### config.mk
export PLATFORM = sky130hd
export DESIGN_NAME = ysyx_22040088_mc_ctrl
export DESIGN_NICKNAME = d
export VERILOG_FILES = /design/src/rtl/ysyx_22040088_mc_ctrl.sv
export SDC_FILE = /design/constraint.sdc
export NUM_CORES = 1
export LEC_CHECK = 0
export CAP_MARGIN = 10
export CORE_AREA = 2 2 205 207
export CTS_BUF_LIST = sky130_fd_sc_hd__clkbuf_8
export DETAILED_ROUTE_END_ITERATION = 8
export DIE_AREA = 0 0 207 209
export PLACE_DENSITY_LB_ADDON = 0.2
export SLEW_MARGIN = 25
export SYNTH_ARGS = -nofsm -noshare
export SYNTH_HDL_FRONTEND = slang
export SYNTH_SLANG_ARGS = --single-unit
### constraint.sdc
create_clock -name clk -period 2.9 [get_ports clk]
set_clock_uncertainty 0.15 [all_clocks]
set_input_delay 0.29 -clock clk [delete_from_list [all_inputs] [get_ports clk]]
set_output_delay 0.29 -clock clk [all_outputs]
set_load 0.03 [all_outputs]
### src/rtl/ysyx_22040088_mc_ctrl.sv
// Multi-cycle fetch/execute/memory/write-back sequencer with valid/ready memory ports.
// Optional performance counters are enabled by defining YSYX_22040088_MC_PERF_EN.
module ysyx_22040088_mc_ctrl #(
    parameter int unsigned     XLEN     = 64,
    parameter logic [XLEN-1:0] RESET_PC = XLEN'(64'h8000_0000)
) (
    input  logic            clk,
    input  logic            rst,
    output logic            if_req_valid,
    input  logic            if_req_ready,
    output logic [XLEN-1:0] if_req_addr,
    input  logic            if_rsp_valid,
    input  logic            if_rsp_err,
    input  logic [31:0]     if_rsp_data,
    output logic [31:0]     inst,
    output logic [XLEN-1:0] pc,
    input  logic [XLEN-1:0] nextpc,
    input  logic            dec_load,
    input  logic            dec_store,
    input  logic            dec_ebreak,
    input  logic            dec_rf_wen,
    output logic            mem_req_valid,
    output logic            mem_req_wr,
    input  logic            mem_req_ready,
    input  logic            mem_rsp_valid,
    input  logic            mem_rsp_err,
    input  logic [XLEN-1:0] mem_rsp_data,
    output logic [XLEN-1:0] load_data,
    output logic            rf_wen,
    output logic            halt,
    output logic            trap,
    output logic [63:0]     instret,
    output logic [63:0]     cycles
);

    typedef enum logic [2:0] {
        S_IDLE,
        S_IF_REQ,
        S_IF_WAIT,
        S_EX,
        S_MEM_REQ,
        S_MEM_WAIT,
        S_WB,
        S_HALT
    } state_e;

    state_e            state_q, state_d;
    logic [XLEN-1:0]   pc_q, pc_d;
    logic [31:0]       inst_q, inst_d;
    logic [XLEN-1:0]   load_data_q, load_data_d;
    logic              trap_q, trap_d;

    always_comb begin
        state_d     = state_q;
        pc_d        = pc_q;
        inst_d      = inst_q;
        load_data_d = load_data_q;
        trap_d      = trap_q;
        case (state_q)
            S_IDLE:    state_d = S_IF_REQ;
            S_IF_REQ:  if (if_req_ready) state_d = S_IF_WAIT;
            S_IF_WAIT: begin
                if (if_rsp_valid) begin
                    if (if_rsp_err) begin
                        state_d = S_HALT;
                        trap_d  = 1'b1;
                    end else begin
                        inst_d  = if_rsp_data;
                        state_d = S_EX;
                    end
                end
            end
            S_EX: begin
                // ebreak wins over a misaligned target; both win over memory access
                if (dec_ebreak) begin
                    state_d = S_HALT;
                    trap_d  = 1'b0;
                end else if (nextpc[1:0] != 2'b00) begin
                    state_d = S_HALT;
                    trap_d  = 1'b1;
                end else if (dec_load | dec_store) begin
                    state_d = S_MEM_REQ;
                end else begin
                    state_d = S_WB;
                end
            end
            S_MEM_REQ: if (mem_req_ready) state_d = S_MEM_WAIT;
            S_MEM_WAIT: begin
                if (mem_rsp_valid) begin
                    if (mem_rsp_err) begin
                        state_d = S_HALT;
                        trap_d  = 1'b1;
                    end else begin
                        if (dec_load) load_data_d = mem_rsp_data;
                        state_d = S_WB;
                    end
                end
            end
            S_WB: begin
                pc_d    = nextpc;
                state_d = S_IF_REQ;
            end
            S_HALT:  state_d = S_HALT;
            default: state_d = S_HALT;
        endcase
    end

    always_ff @(posedge clk or negedge rst) begin
        if (!rst) begin
            state_q     <= S_IDLE;
            pc_q        <= RESET_PC;
            inst_q      <= '0;
            load_data_q <= '0;
            trap_q      <= 1'b0;
        end else begin
            state_q     <= state_d;
            pc_q        <= pc_d;
            inst_q      <= inst_d;
            load_data_q <= load_data_d;
            trap_q      <= trap_d;
        end
    end

    assign if_req_valid  = (state_q == S_IF_REQ);
    assign if_req_addr   = pc_q;
    assign mem_req_valid = (state_q == S_MEM_REQ);
    assign mem_req_wr    = (state_q == S_MEM_REQ) & dec_store;
    assign rf_wen        = (state_q == S_WB) & dec_rf_wen & ~dec_store;
    assign halt          = (state_q == S_HALT);
    assign trap          = trap_q;
    assign pc            = pc_q;
    assign inst          = inst_q;
    assign load_data     = load_data_q;

`ifdef YSYX_22040088_MC_PERF_EN
    logic [63:0] instret_q, instret_d;
    logic [63:0] cycles_q, cycles_d;

    always_comb begin
        instret_d = instret_q;
        cycles_d  = cycles_q;
        if (state_q == S_WB) instret_d = instret_q + 64'd1;
        if ((state_q != S_IDLE) && (state_q != S_HALT)) cycles_d = cycles_q + 64'd1;
    end

    always_ff @(posedge clk or negedge rst) begin
        if (!rst) begin
            instret_q <= '0;
            cycles_q  <= '0;
        end else begin
            instret_q <= instret_d;
            cycles_q  <= cycles_d;
        end
    end

    assign instret = instret_q;
    assign cycles  = cycles_q;
`else
    assign instret = '0;
    assign cycles  = '0;
`endif

endmodule

# After elaboration in Yosys (flattened, before gate mapping)
# Index checks and enable logic that the tools add are counted.
[classes]
n_mux = 17
reduce_logical = 8
n_eq_ne = 14
bitwise = 7
[ops]
columns = ["op", "n"]
rows = [
  ["case mux 3 bit (7 select lines)", 1],
  ["two-way mux 3 bit", 5],
  ["equality test 3 bit (second input constant)", 4],
  ["!= test 2 bit (second input constant)", 4],
  ["AND reduction 4 bit", 2],
  ["two-way mux 1 bit", 7],
  ["equality test 3 x 2 -> 1 bit (second input constant)", 2],
  ["two-way mux 2 bit", 3],
  ["AND reduction 6 bit", 1],
  ["!= test 2 x 1 -> 1 bit (second input constant)", 2],
  ["AND 1 bit", 3],
  ["equality test 3 x 1 -> 1 bit (second input constant)", 1],
  ["zero test 3 bit", 1],
  ["!= test 3 bit (second input constant)", 1],
  ["NOT 1 bit", 3],
  ["case mux 1 bit (3 select lines)", 1],
  ["AND reduction 3 bit", 1],
  ["nonzero test 3 bit", 1],
  ["nonzero test 2 bit", 1],
  ["OR reduction 2 bit", 1],
  ["bitwise OR 1 bit", 1],
]
[totals]
wordCells = 51
inputBits = 172
regBits = 164

# Longest topological paths before layout
# Gate-level depths: netlist of the first run.
[depth]
ltp_word = 5
ltp_mapped = 5
mapped_depth_nobuf = 4

# Least setup slack after synthesis of the first run
# No wires, ideal clock.
[synth_timing]
kind = "reg-to-output"
from = "reg state_q[1]"
to = "out rf_wen"
arrival_time_ps = 1911
stages_incl_launch_ff = 6
path_slack_ps = 549
path_buffers = 2
path_cell_list = "dfrtp_1 inv_2 or3_1 buf_6 buf_6 nor3b_1"
[synth_via]
elab_chain_cells = 3
[synth_lines]
columns = ["element", "line", "source"]
rows = [
  ["start, declared", "47", "state_e state_q, state_d;"],
  ["start signal, assigned", "116", "state_q <= state_d;"],
  ["equality test 3 bit", "128", "assign rf_wen = (state_q == S_WB) & dec_rf_wen & ~dec_store;"],
  ["AND 1 bit (2 in a row)", "128", ""],
  ["end, declared", "29", "output logic rf_wen,"],
]
# No other way between the ends.

# Worst setup path after layout of the first run
[layout_timing]
from = "reg state_q[2]"
to = "out rf_wen"
# The elaborated chain is that of the path after synthesis.

==> results of run 1 <==
-- per-stage QoR --
| step | util [%] | worst slack (ps) | power [uW] | cells | cell area, sq um |
|---|---|---|---|---|---|
| finish | 29.1 | 282 | 14900 | 1467 | 12000 |
| global route | 29.1 | 118 | 15600 | 1467 | 12000 |
| CTS | 29.1 | 65.2 | 15200 | 1467 | 12000 |
| detailed placement | 28.2 | 652 | 13400 | 1435 | 11600 |
| global placement | 28.2 | 677 | 13400 | 1435 | 11600 |
| floorplan | - | 549 | 10100 | 698 | 8430 |
-- path summary, 6_finish.rpt --
check | from | end | depth (start not counted)
max in group asynchronous | rst | load_data[30] | 3
min in group clk | if_rsp_data[1] | inst[1] | 2
worst min-delay path | rst | state_q[0] | 2
worst max register to register | state_q[0] | load_data[4] | 4
worst max-delay path | state_q[2] | rf_wen | 4
worst min register to register | load_data[13] | load_data[13] | 1
-- critical path, stage by stage, from the launching register on --
cell     delay [ps]
dfrtp_2         500
inv_1           110
or3_4           520
nor3b_1         380
buf_12          170
-- flip-flops by register name (all words and copies together), names as in the netlist --
name / cells
state_q: 3
trap: 1
if_req_addr: 64
inst: 32
load_data: 64
-- layer usage --
metal,vias up,wire length (microns)
li1,2292,-
met1,2534,9180
met2,249,12000
met3,11,1650
met4,2,244
met5,-,12
-- cell usage in the layout (no fill, tap or decap), types with 2 or more instances in the layout --
| cell | count |
|---|---|
| a21oi_1 | 3 |
| a31oi_1 | 3 |
| and3_1 | 2 |
| buf_12 | 6 |
| buf_4 | 3 |
| clkbuf_8 | 21 |
| clkdlybuf4s50_1 | 399 |
| clkinv_2 | 2 |
| clkinvlp_4 | 2 |
| conb_1 | 128 |
| dfrtp_1 | 162 |
| inv_1 | 4 |
| mux2_1 | 7 |
| mux2_2 | 106 |
| mux2_4 | 49 |
| nand2_1 | 3 |
| nor2_1 | 2 |
| o21ai_0 | 2 |
-- what timing repair did --
item | CTS | global route
hold buffers | 1 | 0
gates resized for setup | 0 | 1
setup endpoints to repair | 0 | 1
endpoints found under the hold margin | 116 | 0
-- power groups by stage --
stage	Combinational [uW]	Clock, uW	Sequential (uW)
4_1_cts	9090	1780	4300
5_1_grt	9310	1870	4440
3_3_place_gp	9040	0	4310
3_5_place_dp	9050	0	4340
6_report	8970	1670	4260
2_1_floorplan	3790	0	6310
-- kinds of logic after synthesis --
logic type	share of synthesized area, %
buf+inv	20.3
flops	51.6
mux	25.2
simple gates	1.81
compound gates	0.975
other cells	0.0471
-- final cells by class --
| cell class | count | area [sq um] | area share (%) |
|---|---|---|---|
| multi-input cells | 321 | 2720 | 22.6 |
| clock inverters | 10 | 83.8 | 0.697 |
| flip-flops and latches | 164 | 4110 | 34.1 |
| repair buffers | 410 | 4160 | 34.5 |
| inverters | 2 | 7.51 | 0.0624 |
| clock buffers | 21 | 289 | 2.40 |
| well taps | 539 | 674 | 5.60 |
==> impl_metrics.yaml, run 1 <==
status:
  status: "completed"
timing:
  rsz0062_at_grt: "no"
  slew_violations: 0
  worstMarginPinSlew_ps: 535
  hold_viol: 0
  fin_crit_ps: 2620
  fin_crit_sh_pct: 90.3
  fin_setup_tns_ps: 0
  fmax_mhz: 382
  whs_ps: 148
  slew_headroom_pct: 64.4
  setup-violations-final: 0
cts:
  cts_tree: "built"
  path_clk_slew_ps: 100
  htree_levels: 4
  tritoncts_num_sinks: 164
  numCtsBuffers: 17
  cts.path.max_buffers: 2
  cts-root-buf: "clkbuf_8"
  post_cts_buffers: 0
  clock_latency_ps: 480
cells_and_area:
  syn_to_final_growth_pct: 51.2
  n_antenna_cell: 0
  num-fill-cells: 4307
  drive_gt1_share_pct: 21.6
  final_nets: 1088
floorplanning:
  start_util_pct: 19.3
  core_area_sq_mm: 0.0413
  dieArea_sq_mm: 0.0433
  rows: 75
  ios: 530
  fp.dieH_microns: 209
  die_width_microns: 207
global_route:
  grt_pass1_vias: 5215
  use_met1_pct: 12.1
  use_met3_pct: 3.77
  grt_pass1_wl_microns: 33900
  overflow: 0
  grt_max_degree: 59
  grt_util_all_layers_pct: 10.5
  busiest_layer: "met2"
  grt_use_met2_pct: 18.3
  antenna_found_initial: 1
power_and_ir_drop:
  vdd_drop_max_mv: 0.490
  switchingPower_uw: 6610
  p_leak_uw: 0.00527
  p_seq_share_pct: 28.6
  pwr_density_cell_mw_per_mm2: 1240
  swShare_pct: 44.4
  combPwrFrac_pct: 60.2
  p_clk_share_pct: 11.2
  internal_power_uw: 8290
yosys:
  synth_area_leaders: "dfrtp_1, buf_4, mux2_2"
  yosysTopAreaCell: "dfrtp_1"
  syn_area_sq_mm: 0.00796
  synth_ff_type: "dfrtp_1"
  yosysMostFrequentCell: "buf_4"
  synthCells: 571
  ys_async_sr_fraction_pct: 100
  yosys.area.top_type_share_pct: 51.3
  yosysSeqAreaShare_pct: 51.6
  ys_types: 34
  synth.avg_cell_area_sq_um: 13.9
  ys_ff_latch: 164
  synth_edf_count: 0
  ys.warnings.count: 0
  synth_common_cells: "buf_4, dfrtp_1, mux2_2"
detailed_routing:
  route.detailed.wl_per_inst_microns: 15.8
  via_per_inst: 3.47
  drt-total-wl_microns: 23100
  drt-initial-drc-count: 106
  first_pass_iters: 4
  vias: 5088
  postRouteAntennaNets: 0
  drcViolationCount: 0
placement:
  place_congestion: 0.693
  dp_hpwl_microns: 17700
  io_buffers: 401
run:
  max-cap-violations: 0
setup_path:
  crit_type: "flop to output port"
  regToRegSetupSlack_ps: 720
  critPathMaxFanout: 11
  arrival_ps: 2180
  crit_required_ps: 2460
  end_kind: "output port"
  cp-start-kind: "flop"
worst_hold_path:
  min_path_type: "primary input to async pin"
No activity file was read; power rests on OpenSTA's default activity.
==> inputs of run 2 (changes only) <==
- CTS_CLUSTER_DIAMETER: unset -> 40
==> results of run 2 <==
The final DEF is identical to that of run 1; final timing and power are the same.
